==> src/rtl/des_sbox_seq.sv <==
// des_sbox_seq -- time-multiplexed DES S-box substitution unit.
//
// Takes the 48-bit keyed half-block (E(R) xor K) and produces the 32-bit
// S-box result. SBOX_PER_CYCLE of the eight S-boxes are evaluated per clock,
// so a result takes 8/SBOX_PER_CYCLE cycles.
//
// Optional feature macro: DES_SBOX_PERM_EN
//   defined     -> out_data is the DES P permutation of S1..S8
//   not defined -> out_data is the raw concatenation S1..S8
//
// Ports:
//   clk        rising-edge clock
//   rst        synchronous active-high reset
//   in_valid   in_data valid
//   in_ready   unit accepts in_data this cycle (combinational from out_ready)
//   in_data    [1:48] DES bit order, bits 6k-5..6k feed S-box k
//   out_valid  out_data holds a completed result
//   out_ready  consumer accepts out_data this cycle
//   out_data   [1:32] result
//   busy       high while the substitution is in progress
module des_sbox_seq #(
  parameter int SBOX_PER_CYCLE = 2
) (
  input  logic        clk,
  input  logic        rst,
  input  logic        in_valid,
  output logic        in_ready,
  input  logic [1:48] in_data,
  output logic        out_valid,
  input  logic        out_ready,
  output logic [1:32] out_data,
  output logic        busy
);

  localparam int unsigned N     = SBOX_PER_CYCLE;
  localparam int unsigned STEPS = (N == 0) ? 1 : 8 / N;
  localparam int unsigned SW    = (STEPS > 1) ? $clog2(STEPS) : 1;
  localparam logic [SW-1:0] LAST = SW'(STEPS - 1);

  generate
    if (!(N == 1 || N == 2 || N == 4 || N == 8)) begin : g_bad_param
      $error("des_sbox_seq: SBOX_PER_CYCLE must be 1, 2, 4 or 8");
    end
  endgenerate

  // One 64-entry table per box, entry (row*16 + col) at bits 255-4i..252-4i.
  localparam logic [255:0] STAB [8] = '{
    256'hE4D12FB83A6C5907_0F74E2D1A6CB9538_41E8D62BFC973A50_FC8249175B3EA06D,
    256'hF18E6B34972DC05A_3D47F28EC01A69B5_0E7BA4D158C6932F_D8A13F42B67C05E9,
    256'hA09E63F51DC7B428_D709346A285ECBF1_D6498F30B12C5AE7_1AD069874FE3B52C,
    256'h7DE3069A1285BC4F_D8B56F03472C1AE9_A690CB7DF13E5284_3F06A1D8945BC72E,
    256'h2C417AB6853FD0E9_EB2C47D150FA3986_421BAD78F9C5630E_B8C71E2D6F09A453,
    256'hC1AF92680D34E75B_AF427C9561DE0B38_9EF528C3704A1DB6_432C95FAB17E608D,
    256'h4B2EF08D3C975A61_D0B7491AE35C2F86_14BDC37EAF680592_6BD814A7950FE23C,
    256'hD2846FB1A93E50C7_1FD8A374C56B0E92_7B419CE206ADF358_21E74A8DFC90356B
  };

  function automatic logic [3:0] sbox_lu(input logic [2:0] box, input logic [5:0] grp);
    logic [5:0]   idx;
    logic [255:0] row;
    idx = {grp[5], grp[0], grp[4:1]};
    row = STAB[box] >> (8'd252 - {idx, 2'b00});
    return row[3:0];
  endfunction

  typedef enum logic [1:0] {IDLE, RUN, DONE} state_t;

  state_t        state;
  logic [SW-1:0] step;
  logic [47:0]   din;
  logic [31:0]   res;
  logic [31:0]   res_next;
  logic [2:0]    box;
  logic [5:0]    grp;
  logic [4:0]    sh;

  assign in_ready = (state == IDLE) || (state == DONE && out_ready);

  // Only the N boxes selected by the step counter are looked up; the other
  // nibbles of the result register keep their value.
  always_comb begin
    res_next = res;
    box      = '0;
    grp      = '0;
    sh       = '0;
    for (int unsigned j = 0; j < N; j++) begin
      box      = 3'(32'(step) * N + j);
      grp      = 6'(din >> (42 - 6 * 32'(box)));
      sh       = 5'(28 - 4 * 32'(box));
      res_next = (res_next & ~(32'hF << sh)) | (32'(sbox_lu(box, grp)) << sh);
    end
  end

  always_ff @(posedge clk) begin
    if (rst) begin
      state     <= IDLE;
      step      <= '0;
      din       <= '0;
      res       <= '0;
      out_valid <= 1'b0;
      busy      <= 1'b0;
    end else begin
      case (state)
        IDLE: begin
          if (in_valid) begin
            din   <= in_data;
            step  <= '0;
            state <= RUN;
            busy  <= 1'b1;
          end
        end
        RUN: begin
          res <= res_next;
          if (step == LAST) begin
            step      <= '0;
            state     <= DONE;
            busy      <= 1'b0;
            out_valid <= 1'b1;
          end else begin
            step <= step + 1'b1;
          end
        end
        DONE: begin
          if (out_ready) begin
            out_valid <= 1'b0;
            if (in_valid) begin
              din   <= in_data;
              step  <= '0;
              state <= RUN;
              busy  <= 1'b1;
            end else begin
              state <= IDLE;
            end
          end
        end
        default: begin
          state     <= IDLE;
          step      <= '0;
          out_valid <= 1'b0;
          busy      <= 1'b0;
        end
      endcase
    end
  end

`ifdef DES_SBOX_PERM_EN
  localparam int unsigned PTAB [32] = '{
    16,  7, 20, 21, 29, 12, 28, 17,  1, 15, 23, 26,  5, 18, 31, 10,
     2,  8, 24, 14, 32, 27,  3,  9, 19, 13, 30,  6, 22, 11,  4, 25
  };
  logic [31:0] perm;

  // Output bit i+1 (1 = MSB) takes raw bit PTAB[i] of the result register.
  always_comb begin
    perm = '0;
    for (int unsigned i = 0; i < 32; i++) begin
      perm = perm | (((res >> (32 - PTAB[i])) & 32'd1) << (31 - i));
    end
  end
  assign out_data = perm;
`else
  assign out_data = res;
`endif

endmodule

==> config.mk <==
export PLATFORM = sky130hd
export DESIGN_NAME = des_sbox_seq
export DESIGN_NICKNAME = d
export VERILOG_FILES = /design/src/rtl/des_sbox_seq.sv
export SDC_FILE = /design/constraint.sdc
export NUM_CORES = 1
export LEC_CHECK = 0
export ABC_AREA = 0
export CAP_MARGIN = 20
export CORE_MARGIN = 10
export CORE_UTILIZATION = 35
export CTS_BUF_LIST = sky130_fd_sc_hd__clkbuf_4
export CTS_CLUSTER_SIZE = 10
export DETAILED_ROUTE_END_ITERATION = 8
export GPL_TIMING_DRIVEN = 1
export PLACE_DENSITY = 0.56
export SYNTH_ARGS = -nofsm -noshare
export SYNTH_HDL_FRONTEND = slang
export SYNTH_SLANG_ARGS = --single-unit
==> constraint.sdc <==
create_clock -name clk -period 4.2 [get_ports clk]
set_input_delay 0.63 -clock clk [delete_from_list [all_inputs] [get_ports clk]]
set_output_delay 0.63 -clock clk [all_outputs]
set_load 0.02 [all_outputs]
==> summary.txt <==
Logic synthesis
  • Area share of the largest cell type after synthesis: 21.7%
  • XOR/XNOR Fraction of Synth Area: 0.221%
  • Fraction of registers with async set/reset: 0%
  • Count leader, synth: nand2_1
  • Top cells by area, synth: dfxtp_1 22%, nand2_1 8.7%, a21oi_1 7.9%
  • Post-synthesis sequential area ratio: 21.7%
  • Leading cell types by count after synthesis: 184 x nand2_1, 125 x a21oi_1, 86 x dfxtp_1
  • Syn Nets: 1180
  • Post-synth EDFFs: 0
  • Synth area leader: dfxtp_1
  • Mean Syn Cell Area: 7.11 µm²
  • Area of the mapped netlist: 7940 µm²
  • Simple-gate share of the synthesized area: 21.3%
  • Seq cells post-synth: 86
  • Main combinational cell family by area after synthesis: compound AO/OA/AOI/OAI gates
  • Dominant synthesized flop cell: dfxtp_1
  • Post-synthesis mux area share: 6.97%
  • Yosys warnings: 0
  • Compound-Gate Fraction of Synth Area: 40.5%
  • Post-synth cell types: 87
  • Synthesized instance count: 1116
  • Post-synthesis adder-cell area fraction: 1.89%

Floorplanning
  • Row cnt: 55
  • I/O pins: 87
  • Die width: 171 µm
  • Core area: 22500 µm²
  • Starting Density: 35.3%
  • Chip height: 171 µm
  • Die ar.: 29100 µm²

Worst setup path
  • Slowest stage delay, CP: 0.53 ns
  • Worst path cell trace: clkinv_1, ha_2, buf_4, mux2i_1, o32ai_2, o21a_1, buf_4, o311ai_0, o311ai_0, nor3b_1, nor4_1, a41oi_2, a22o_1
  • CP arrival: 4.41 ns
  • WS Path Type: flip-flop to flip-flop
  • Worst endpoint required time: 4.58 ns
  • Startpoint types: flip-flop
  • Setup crit end kind: flip-flop
  • CP max stage cell: nor4_1
  • Worst-path maximum fanout: 28

Pwr
  • Peak supply drop: 0.154 mV
  • Switch Pwr: 0.00145 W
  • Sequential power share: 29.7%
  • Sw frac: 47.5%
  • Clock power share: 17.1%
  • Pwr dens: 324 nW/µm²
  • Logic pwr share: 53.2%
  • Pleak: 3.28 nW
  • Power Internal: 0.00160 W

STA
  • Pins Over Slew Limit: 0
  • Max frequency: 0.249 GHz
  • Setup_tns: 0 ns
  • Finish-stage setup viols: 0
  • Slew headroom: 39.1%
  • Final hold violations: 0
  • Minimum clock period after layout: 4.02 ns
  • Tightest Pin Transition: 0.911 ns
  • Period Utilization, post-route: 95.8%
  • RSZ-0062 raised after global routing: false
  • Hold Worst Slack: 0.454 ns
  • Clk_skew: 0.0745 ns

Placement
  • Placer Congestion: 0.990
  • DP Cell Count: 1444
  • Number of buffers added on ports: 86
  • Post-DP HPWL: 25.9 mm

Worst hold path
  • HP Class: flip-flop to flip-flop

CTS
  • CTS tree: yes
  • Clk slew on worst S/H paths: 0.17 ns
  • Cts bufs inserted: 9
  • H-tree depth: 3
  • Clock Path Buffers: 2
  • Cts hold-fix bufs: 0
  • CTS Sinks: 86
  • Worst-Skew Late Latency: 0.51 ns
  • Clk root buf: clkbuf_4

Final layout
  • Fill cell count: 2395
  • Fraction of layout cells with a size suffix above 1: 11.9%
  • Finished Core Util: 41.8%
  • Final #Nets: 1234
  • Area added between synthesis and finish: 18.4%
  • Non-Filler Instances: 1461

Drt
  • WL met1: 15.2 mm
  • Met3 WL: 2.99 mm
  • Vias: 9525
  • DRT Pass-1 Iters: 5
  • WL final: 35.7 mm
  • WL/cell: 24.5 µm
  • Antenna viol nets, final: 0
  • DR WL met2: 15.7 mm
  • Iter 0 DRT Violations: 1151
  • Uppermost layer routed: met4
  • Remaining DRCs: 0
  • Vias/cell: 6.52

Global route
  • First-pass GRT wire length: 54.8 mm
  • Largest net degree at the start of global routing: 68
  • GRT Overall Usage: 23.9%
  • Initial antenna violation count: 1
  • Gr ovfl total: 0
  • Vias in the first global route: 9144

Run status
  • Status: complete, no violations

Job
  • Max Cap Violations: 0
[cell usage in the layout, fill, tap and decap left out, types with 7 or more instances in the layout]
cell	netlist	final
a2111oi_0	7	7
a211oi_1	20	20
a21oi_1	125	125
a221oi_1	11	11
a22o_1	14	14
a22oi_1	14	14
a311oi_1	11	11
a31oi_1	23	23
a32o_1	15	15
and2_1	7	7
buf_4	5	77
clkbuf_4	0	9
clkdlybuf4s50_1	0	85
dfxtp_1	86	85
ha_1	12	11
mux2i_1	20	20
mux4_2	11	11
nand2_1	184	184
nand3_1	32	32
nand4_1	8	8
nor2_1	76	75
nor2b_1	14	14
nor3_1	29	29
o2111ai_1	9	9
o211ai_1	27	27
o21a_1	7	7
o21ai_0	77	77
o221ai_1	7	7
o22ai_1	12	12
o311ai_0	7	7
o31ai_1	9	9
[critical path, delay by kind of cell, from the launching register on]
kind	cells	cell delay [ns]
and+or+nand+nor	2	0.72
muxes	1	0.29
AOI/OAI and AO/OA	6	1.53
buffers and inverters	3	0.66
DFF	1	0.37
adders and majority gates	1	0.37
[layout make-up]
cell class	instances	area [µm²]	area share, %
multi-input cells	898	5640	60.0
diodes	1	2.50	0.0266
inverters	9	33.8	0.359
flip-flops and latches	86	1720	18.3
repair buffers	166	1490	15.9
clock buffers	9	67.6	0.719
well taps	285	357	3.79
clock inverters	7	86.3	0.919
[final timing paths]
check / startpoint / to / slack, ns / cells past startpoint
worst max-delay path: step[1] / out_data[30] / 0.18 / 13
worst min register to register: out_data[3] / out_data[3] / 0.45 / 2
worst min-delay path: out_data[3] / out_data[3] / 0.45 / 2
worst max register to register: step[1] / out_data[30] / 0.18 / 13
[layer usage]
layer / track usage [%] / vias to the layer above
met3: 4.45 / 119
li1: - / 4374
met2: 37.3 / 551
met4: 12.4 / 0
met1: 30.9 / 4481
met5: 0 / -
[timing repair]
| action | 4_1_cts | 5_1_grt |
|---|---|---|
| setup buffers | 0 | 0 |
| gates resized for setup | 0 | 1 |
| setup endpoints to repair | 0 | 1 |
[through the flow]
stage | power, W | setup slack [ns] | cell area, µm²
3_3_place_gp | 0.00252 | 0.253 | 9240
6_report | 0.00304 | 0.177 | 9400
3_5_place_dp | 0.00249 | 0.248 | 9240
2_1_floorplan | 0.00193 | 0.00663 | 7940
5_1_grt | 0.00320 | 0.00142 | 9400
4_1_cts | 0.00302 | 0.250 | 9390
[power by group through the flow]
stage / registers (W) / logic [W] / clock network [W]
2_1_floorplan: 0.000926 / 0.00100 / 0
3_3_place_gp: 0.000922 / 0.00160 / 0
3_5_place_dp: 0.000921 / 0.00157 / 0
4_1_cts: 0.000904 / 0.00158 / 0.000538
5_1_grt: 0.000910 / 0.00172 / 0.000569
6_report: 0.000903 / 0.00162 / 0.000520
[cell families (layout without fill, tap and decap cells)]
logic type | Yosys count | in the layout
compound gates | 463 | 463
simple gates | 382 | 382
buf+inv | 132 | 191
flops | 86 | 86
mux | 39 | 39
fa+ha+maj | 12 | 12
xor+xnor | 2 | 2
other cells | 0 | 1
[sequential cells by signal, summed over array words and instances (netlist names)]
name,flops
din,48
busy,1
out_valid,1
step,2
state,2
out_data,32
No activity file was read; power rests on OpenSTA's default activity.
